--- config.mk ---
export PLATFORM = sky130hd
export DESIGN_NAME = mdu_divider
export DESIGN_NICKNAME = d
export VERILOG_FILES = /design/src/rtl/mdu_divider.sv
export SDC_FILE = /design/constraint.sdc
export NUM_CORES = 1
export LEC_CHECK = 0
export BUFFER_PORTS_ARGS = -buffer_cell sky130_fd_sc_hd__buf_2
export CORE_MARGIN = 2
export CORE_UTILIZATION = 48
export DETAILED_ROUTE_END_ITERATION = 10
export PLACE_DENSITY = 0.67
export SYNTH_ARGS = -nofsm -noshare
export SYNTH_HDL_FRONTEND = slang
export SYNTH_SLANG_ARGS = --single-unit
--- constraint.sdc ---
create_clock -name clk -period 4.5 [get_ports clk]
set_clock_uncertainty 0.05 [all_clocks]
set_input_delay 1.125 -clock clk [delete_from_list [all_inputs] [get_ports clk]]
set_output_delay 1.125 -clock clk [all_outputs]
set_load 0.01 [all_outputs]
--- src/rtl/mdu_divider.sv ---
// mdu_divider: iterative radix-2 restoring divider for MIPS DIV/DIVU with cancel and divide-by-zero handling
module mdu_divider #(
   parameter int WIDTH = 32,
   parameter int CNT_W = $clog2(WIDTH) + 1
) (
   input  logic             clk,
   input  logic             rst,
   input  logic             start,
   input  logic             sign_mode,
   input  logic             cancel,
   input  logic [WIDTH-1:0] a,
   input  logic [WIDTH-1:0] b,
   output logic             busy,
   output logic             valid,
   output logic [WIDTH-1:0] quotient,
   output logic [WIDTH-1:0] remainder,
   output logic             div_zero
);
   typedef enum logic [1:0] {IDLE, DIV, DONE} state_t;
   state_t state_q, state_d;
   logic pend_q, pend_d, bz_q, bz_d, neg_q_q, neg_q_d, neg_r_q, neg_r_d, dz_q, dz_d;
   logic [CNT_W-1:0] cnt_q, cnt_d;
   logic [WIDTH-1:0] rem_q, rem_d, dvd_q, dvd_d, dvs_q, dvs_d, raw_q, raw_d;
   logic [WIDTH-1:0] quo_q, quo_d, rmd_q, rmd_d;
   logic [WIDTH-1:0] q_mag, r_mag, abs_a, abs_b;
   logic [WIDTH:0] shifted, diff;
   logic ge, last, accept;
   // one restoring step (shift in next dividend bit, trial subtract) plus operand magnitudes
   always_comb begin
      shifted = {rem_q, dvd_q[WIDTH-1]};
      diff    = shifted - {1'b0, dvs_q};
      ge      = ~diff[WIDTH];
      q_mag   = {dvd_q[WIDTH-2:0], ge};
      r_mag   = ge ? diff[WIDTH-1:0] : shifted[WIDTH-1:0];
      abs_a   = (sign_mode && a[WIDTH-1]) ? -a : a;
      abs_b   = (sign_mode && b[WIDTH-1]) ? -b : b;
      last    = cnt_q == CNT_W'(WIDTH - 1);
      accept  = start && !cancel && !pend_q && state_q != DIV;
   end
   // next state: a pending cycle follows each accepted start, then DIV or straight to DONE on b == 0
   always_comb begin
      state_d = state_q;
      pend_d  = pend_q;
      cnt_d   = cnt_q;
      rem_d   = rem_q;
      dvd_d   = dvd_q;
      dvs_d   = dvs_q;
      raw_d   = raw_q;
      bz_d    = bz_q;
      neg_q_d = neg_q_q;
      neg_r_d = neg_r_q;
      quo_d   = quo_q;
      rmd_d   = rmd_q;
      dz_d    = dz_q;
      if (cancel) begin
         state_d = IDLE;
         pend_d  = 1'b0;
      end else if (pend_q) begin
         pend_d  = 1'b0;
         cnt_d   = '0;
         rem_d   = '0;
         state_d = bz_q ? DONE : DIV;
         if (bz_q) begin
            quo_d = '1;
            rmd_d = raw_q;
            dz_d  = 1'b1;
         end
      end else if (state_q == DIV) begin
         rem_d = r_mag;
         dvd_d = q_mag;
         cnt_d = cnt_q + CNT_W'(1);
         if (last) begin
            state_d = DONE;
            quo_d   = neg_q_q ? -q_mag : q_mag;
            rmd_d   = neg_r_q ? -r_mag : r_mag;
         end
      end else begin
         state_d = IDLE;
         if (accept) begin
            pend_d  = 1'b1;
            dvd_d   = abs_a;
            dvs_d   = abs_b;
            raw_d   = a;
            bz_d    = b == '0;
            neg_q_d = sign_mode && (a[WIDTH-1] ^ b[WIDTH-1]);
            neg_r_d = sign_mode && a[WIDTH-1];
            dz_d    = 1'b0;
         end
      end
   end
   // state and datapath registers with synchronous active-low reset
   always_ff @(posedge clk) begin
      if (!rst) begin
         state_q <= IDLE;
         pend_q  <= 1'b0;
         cnt_q   <= '0;
         rem_q   <= '0;
         dvd_q   <= '0;
         dvs_q   <= '0;
         raw_q   <= '0;
         bz_q    <= 1'b0;
         neg_q_q <= 1'b0;
         neg_r_q <= 1'b0;
         quo_q   <= '0;
         rmd_q   <= '0;
         dz_q    <= 1'b0;
      end else begin
         state_q <= state_d;
         pend_q  <= pend_d;
         cnt_q   <= cnt_d;
         rem_q   <= rem_d;
         dvd_q   <= dvd_d;
         dvs_q   <= dvs_d;
         raw_q   <= raw_d;
         bz_q    <= bz_d;
         neg_q_q <= neg_q_d;
         neg_r_q <= neg_r_d;
         quo_q   <= quo_d;
         rmd_q   <= rmd_d;
         dz_q    <= dz_d;
      end
   end
   assign busy      = state_q == DIV || pend_q;
   assign valid     = state_q == DONE;
   assign quotient  = quo_q;
   assign remainder = rmd_q;
   assign div_zero  = dz_q;
endmodule
==> run summary <==
The die covers 29200 um2. Counting flops with an async set or reset pin after synthesis yields a share of 0%. STA classifies the critical path endpoint as a register. The headroom to the max-slew limit is 29.0%, and the highest clock frequency the design can meet is 236 MHz. The run gives 1 as the H-tree depth.

The final number of hold-violating endpoints is 0, and the flip-flop and latch count after synthesis is 205. The cell total after placement was 2218; the area fraction in and, or, nand and nor cells after synthesis was 21.3%. The net switching component of the power was 1.41 mW.

The total area inside the core boundary comes to 27600 um2. The routed design has 43000 um of wire. Summing the areas of all xor and xnor instances in the mapped netlist gives 8.27% of the synthesized area. Total standard cell area after synthesis: 13300 um2. The first TritonRoute pass finished after 6 iterations.

From synthesis to final layout, the design area changed by 15.0%. After detailed routing, the number of vias per cell comes to 5.97. The arrival time of the worst setup path came out at 4.58 ns. Across the run, the number of max-cap violations was 0.

TritonCTS built the clock tree. In the post-synthesis netlist, the biggest area contributors are sky130_fd_sc_hd__dfxtp_1, sky130_fd_sc_hd__a21oi_1, sky130_fd_sc_hd__nand2_1. A synthesized cell averages 7.57 um2. The final layout contains 1974 nets.

The tools report the cell count after synthesis as 1764. The tools report the number of max-slew violations in the final report as 0. The endpoint identified for the worst register-to-register timing path is remainder[24].

Setup violations remaining at the end of the flow were counted as 0. For hold timing, the worst endpoint is neg_q_q. For the first-pass GRT wire length, the log shows 67200 um. The wire-length estimate of the detail-placed layout is 32100 um. Clock latency of the later-clocked register in the worst-skew pair: 0.54 ns. The first routing iteration left 1127 violations. Once layout is done, the placed cells without fillers occupy 15300 um2.

Largest family of logic cells by synthesized area: compound AO/OA/AOI/OAI gates. The clock transition at the registers of the reported paths is 0.06 ns. The tools report the launching point of the worst reg2reg path as dvs_q[1].

Clock tree synthesis selected as its root buffer the cell sky130_fd_sc_hd__clkbuf_16. The setup TNS after final layout is 0 ns. Summing the areas of all compound-gate instances in the mapped netlist gives 28.6% of the synthesized area.

Measured along the y axis, the die boundary spans 171 um. The horizontal die dimension is 171 um. For this design the ratio of total power to cell area is 314 nW/um2.

The design internal power was 3.41 mW. The run finished with clean final reports. In this run the biggest area consumer among cell types represents 30.8% of the synthesized area.

Counting the buffers created by CTS gives 24. In this run the remaining antenna-violating nets after routing total 0. The synthesized netlist devotes 3.62% of its cell area to adder and majority cells.

The initial utilization of the core area, before any placement, comes to 48.4%. The number of enable flip-flop cells after synthesis works out to 0. STA classifies the critical path startpoint as a register.

Detail-routed net length per standard cell: 19.0 um. On the worst path, the slowest cell contributes a delay of 0.80 ns. The startpoint identified for the worst hold timing path is neg_q_q. The path category of the worst min-delay check was register to register.

In this run the register-to-register setup slack is 0.27 ns. The tools report the required time at the endpoint of the critical path as 4.85 ns. The instance area after placement is 14500 um2, and the multiplexer area fraction after synthesis is 2.58%. Leaving out filler cells and counting taps, the final layout contains 2261.

Critical setup path kind: register to register. Summed over all cells, the static leakage comes to 6.40 nW. Clock tree synthesis found a total of 205 sinks. Of the total power, the share spent switching nets is 29.2%. The number of I/O pins came out at 136. 0 antenna diodes ended up in the layout.

Traced cell by cell, the critical path runs through inv_1, ha_1, nor2b_1, o2111ai_2, a21boi_0, o21ai_0, nor4b_1, nor4_1, mux2_2, nand2b_1, o21ai_1, xnor2_1, o22ai_1. The run gives 0.961 as the final RePlAce weighted congestion. Entering global routing, the biggest net connects 97 pins.

The number of cells traversed by the worst hold path came out at 2. When the netlist entered floorplanning its net count stood at 1871. Cell type with the highest aggregate area in the netlist: sky130_fd_sc_hd__dfxtp_1. In the final layout, the share of cells above drive strength 1 is 15.1%. The floorplan has 61 rows. During synthesis, Yosys emitted a total of 0 warnings. Buffer depth of the longest clock path: 3. The cell type of the slowest stage on the worst timing path is sky130_fd_sc_hd__nor4_1.

The transition at the pin with the smallest max-transition slack was 1.06 ns; the number of hold-repair buffers added at the cts stage was 0. The number of cell instances on the worst register-to-register path came out at 13. Summing over every cut layer, the via total after detailed routing is 13.5k.

Clock power share: 42.5%. Among all flip-flop cells after synthesis, the most frequent one is sky130_fd_sc_hd__dfxtp_1. The tools report the overall routing resource usage as 29.0%. The initial antenna violation count is 0, and the peak supply drop is 0.000240 V. The post-synthesis cell type count came out at 88.

Setup repair after global routing left no endpoint under its margin. The count of buffers added on input and output ports is 135. The final cycle utilization of the critical path is 94.0%.

Along the worst path, the maximum fanout reaches 6. The DRC violation count after routing was 0. The combinational cell fraction of total power was 17.7%; the sequential element share of the synthesized area was 30.8%. The layout has 2700 filler cells. The logs give 12.0k for the number of global-route vias before repair and 39.8% for the part of the total power dissipated in sequential elements. For this run the aggregate overflow at the end of global routing stands at 0. Minimum period implied by the final worst setup slack: 4.23 ns.
[logic make-up after synthesis]
family / after synthesis
DFF: 205
muxes: 33
and+or+nand+nor: 613
xor gates and xnor gates: 126
AOI/OAI and AO/OA: 585
adders and majority gates: 38
buffers and inverters: 164
[worst max-delay path: cells and delay by family, from the launching register on]
kind | cells | cell delay (ns)
AND/OR/NAND/NOR | 4 | 1.40
XOR/XNOR | 1 | 0.33
multiplexers | 1 | 0.36
AO/OA/AOI/OAI | 5 | 1.28
buffers and inverters | 1 | 0.08
flip-flops | 1 | 0.33
adder cells (fa/ha/maj) | 1 | 0.27
[power by group through the flow]
stage	combinational [mW]	clock (mW)	sequential, mW
after floorplan	0.582	0	1.94
after global placement	0.829	0	1.95
after detailed placement	0.833	0	1.96
after CTS	0.837	2.06	1.92
after global routing	0.942	2.14	1.93
final	0.855	2.05	1.92
[what timing repair did]
action,in CTS,in global routing
endpoints found under the setup margin,0,19
setup buffers,0,1
resized for setup,0,9
[synth_stat cells (12+ instances only)]
| master | n |
|---|---|
| sky130_fd_sc_hd__xnor2_1 | 55 |
| sky130_fd_sc_hd__nor2_1 | 189 |
| sky130_fd_sc_hd__nor3_1 | 31 |
| sky130_fd_sc_hd__and3_1 | 16 |
| sky130_fd_sc_hd__nor2b_1 | 19 |
| sky130_fd_sc_hd__inv_1 | 55 |
| sky130_fd_sc_hd__a21oi_1 | 224 |
| sky130_fd_sc_hd__or3_1 | 18 |
| sky130_fd_sc_hd__o211ai_1 | 14 |
| sky130_fd_sc_hd__nand2_1 | 209 |
| sky130_fd_sc_hd__mux2i_1 | 22 |
| sky130_fd_sc_hd__a31oi_1 | 16 |
| sky130_fd_sc_hd__ha_1 | 37 |
| sky130_fd_sc_hd__xor2_1 | 71 |
| sky130_fd_sc_hd__or4_1 | 15 |
| sky130_fd_sc_hd__nand3_1 | 32 |
| sky130_fd_sc_hd__a211oi_1 | 43 |
| sky130_fd_sc_hd__dfxtp_1 | 205 |
| sky130_fd_sc_hd__o31ai_1 | 27 |
| sky130_fd_sc_hd__nor3b_1 | 12 |
| sky130_fd_sc_hd__clkbuf_1 | 85 |
| sky130_fd_sc_hd__and2_1 | 15 |
| sky130_fd_sc_hd__nor4_1 | 21 |
| sky130_fd_sc_hd__o211a_1 | 30 |
| sky130_fd_sc_hd__o21ai_0 | 115 |
[cell usage in the layout (no fill, tap or decap), types with 8 or more instances in the layout]
cell	count
sky130_fd_sc_hd__xor2_1	71
sky130_fd_sc_hd__ha_1	36
sky130_fd_sc_hd__or3_1	18
sky130_fd_sc_hd__and2_1	15
sky130_fd_sc_hd__buf_2	135
sky130_fd_sc_hd__nand2_1	208
sky130_fd_sc_hd__nor4_1	21
sky130_fd_sc_hd__o41ai_1	9
sky130_fd_sc_hd__a31oi_1	16
sky130_fd_sc_hd__a21oi_1	224
sky130_fd_sc_hd__a21o_1	11
sky130_fd_sc_hd__o21ai_0	115
sky130_fd_sc_hd__nand4_1	8
sky130_fd_sc_hd__nand3_1	31
sky130_fd_sc_hd__a211oi_1	43
sky130_fd_sc_hd__buf_4	47
sky130_fd_sc_hd__o31ai_1	26
sky130_fd_sc_hd__nor2_1	188
sky130_fd_sc_hd__o21ai_1	9
sky130_fd_sc_hd__inv_1	55
sky130_fd_sc_hd__o211a_1	30
sky130_fd_sc_hd__mux2_2	11
sky130_fd_sc_hd__nor3_1	30
sky130_fd_sc_hd__a22oi_1	11
sky130_fd_sc_hd__nor3b_1	12
sky130_fd_sc_hd__clkbuf_16	24
sky130_fd_sc_hd__o211ai_1	14
sky130_fd_sc_hd__mux2i_1	22
sky130_fd_sc_hd__nor2b_1	18
sky130_fd_sc_hd__and3_1	16
sky130_fd_sc_hd__or4_1	15
sky130_fd_sc_hd__xnor2_1	55
sky130_fd_sc_hd__dfxtp_1	205
[flip-flops by register name, indices dropped and copies added, names as in the netlist, 2 cells and up]
signal     flops
quotient      32
raw_q         32
cnt_q          6
remainder     32
dvd_q         32
state_q        2
dvs_q         32
rem_q         32
[per-stage QoR]
| step | util [%] | power, mW | worst slack [ns] | hold WS [ns] |
|---|---|---|---|---|
| 4_1_cts | 55.6 | 4.82 | 0.0327 | 0.405 |
| 3_5_place_dp | 52.6 | 2.79 | 0.0541 | 0.397 |
| 5_1_grt | 55.7 | 5.01 | 0.00161 | 0.418 |
| 3_3_place_gp | 52.6 | 2.78 | 0.127 | 0.394 |
| 2_1_floorplan | - | 2.52 | 0.00321 | 0.382 |
| 6_report | 55.7 | 4.82 | 0.270 | 0.403 |
[worst max-delay path by stage]
stage | startpoint | end | slack [ns]
final | dvs_q[1] | remainder[24] | 0.27
after CTS | dvd_q[31] | quotient[30] | 0.03
after detailed placement | dvd_q[31] | quotient[30] | 0.05
after global routing | dvd_q[31] | quotient[30] | 0.002
after floorplan | dvd_q[31] | remainder[12] | 0.003
after global placement | dvd_q[31] | quotient[30] | 0.13
[layout make-up]
class / instances / area [um2] / share of cell area, %
inverter: 57 / 220 / 1.43
tap: 378 / 473 / 3.08
multi-input combinational: 1395 / 8660 / 56.4
sequential: 205 / 4100 / 26.7
clock inverter: 9 / 139 / 0.905
clock buffer: 33 / 684 / 4.46
timing repair buffer: 184 / 1070 / 6.96
[metal layers]
metal	vias up	global-route usage, %	wire length (um)
li1	6569	-	-
met1	6354	43.4	20600
met2	532	43.9	18400
met3	53	3.54	3130
met4	0	7.32	939
met5	-	0	0
(Power assumes the default switching activity.)
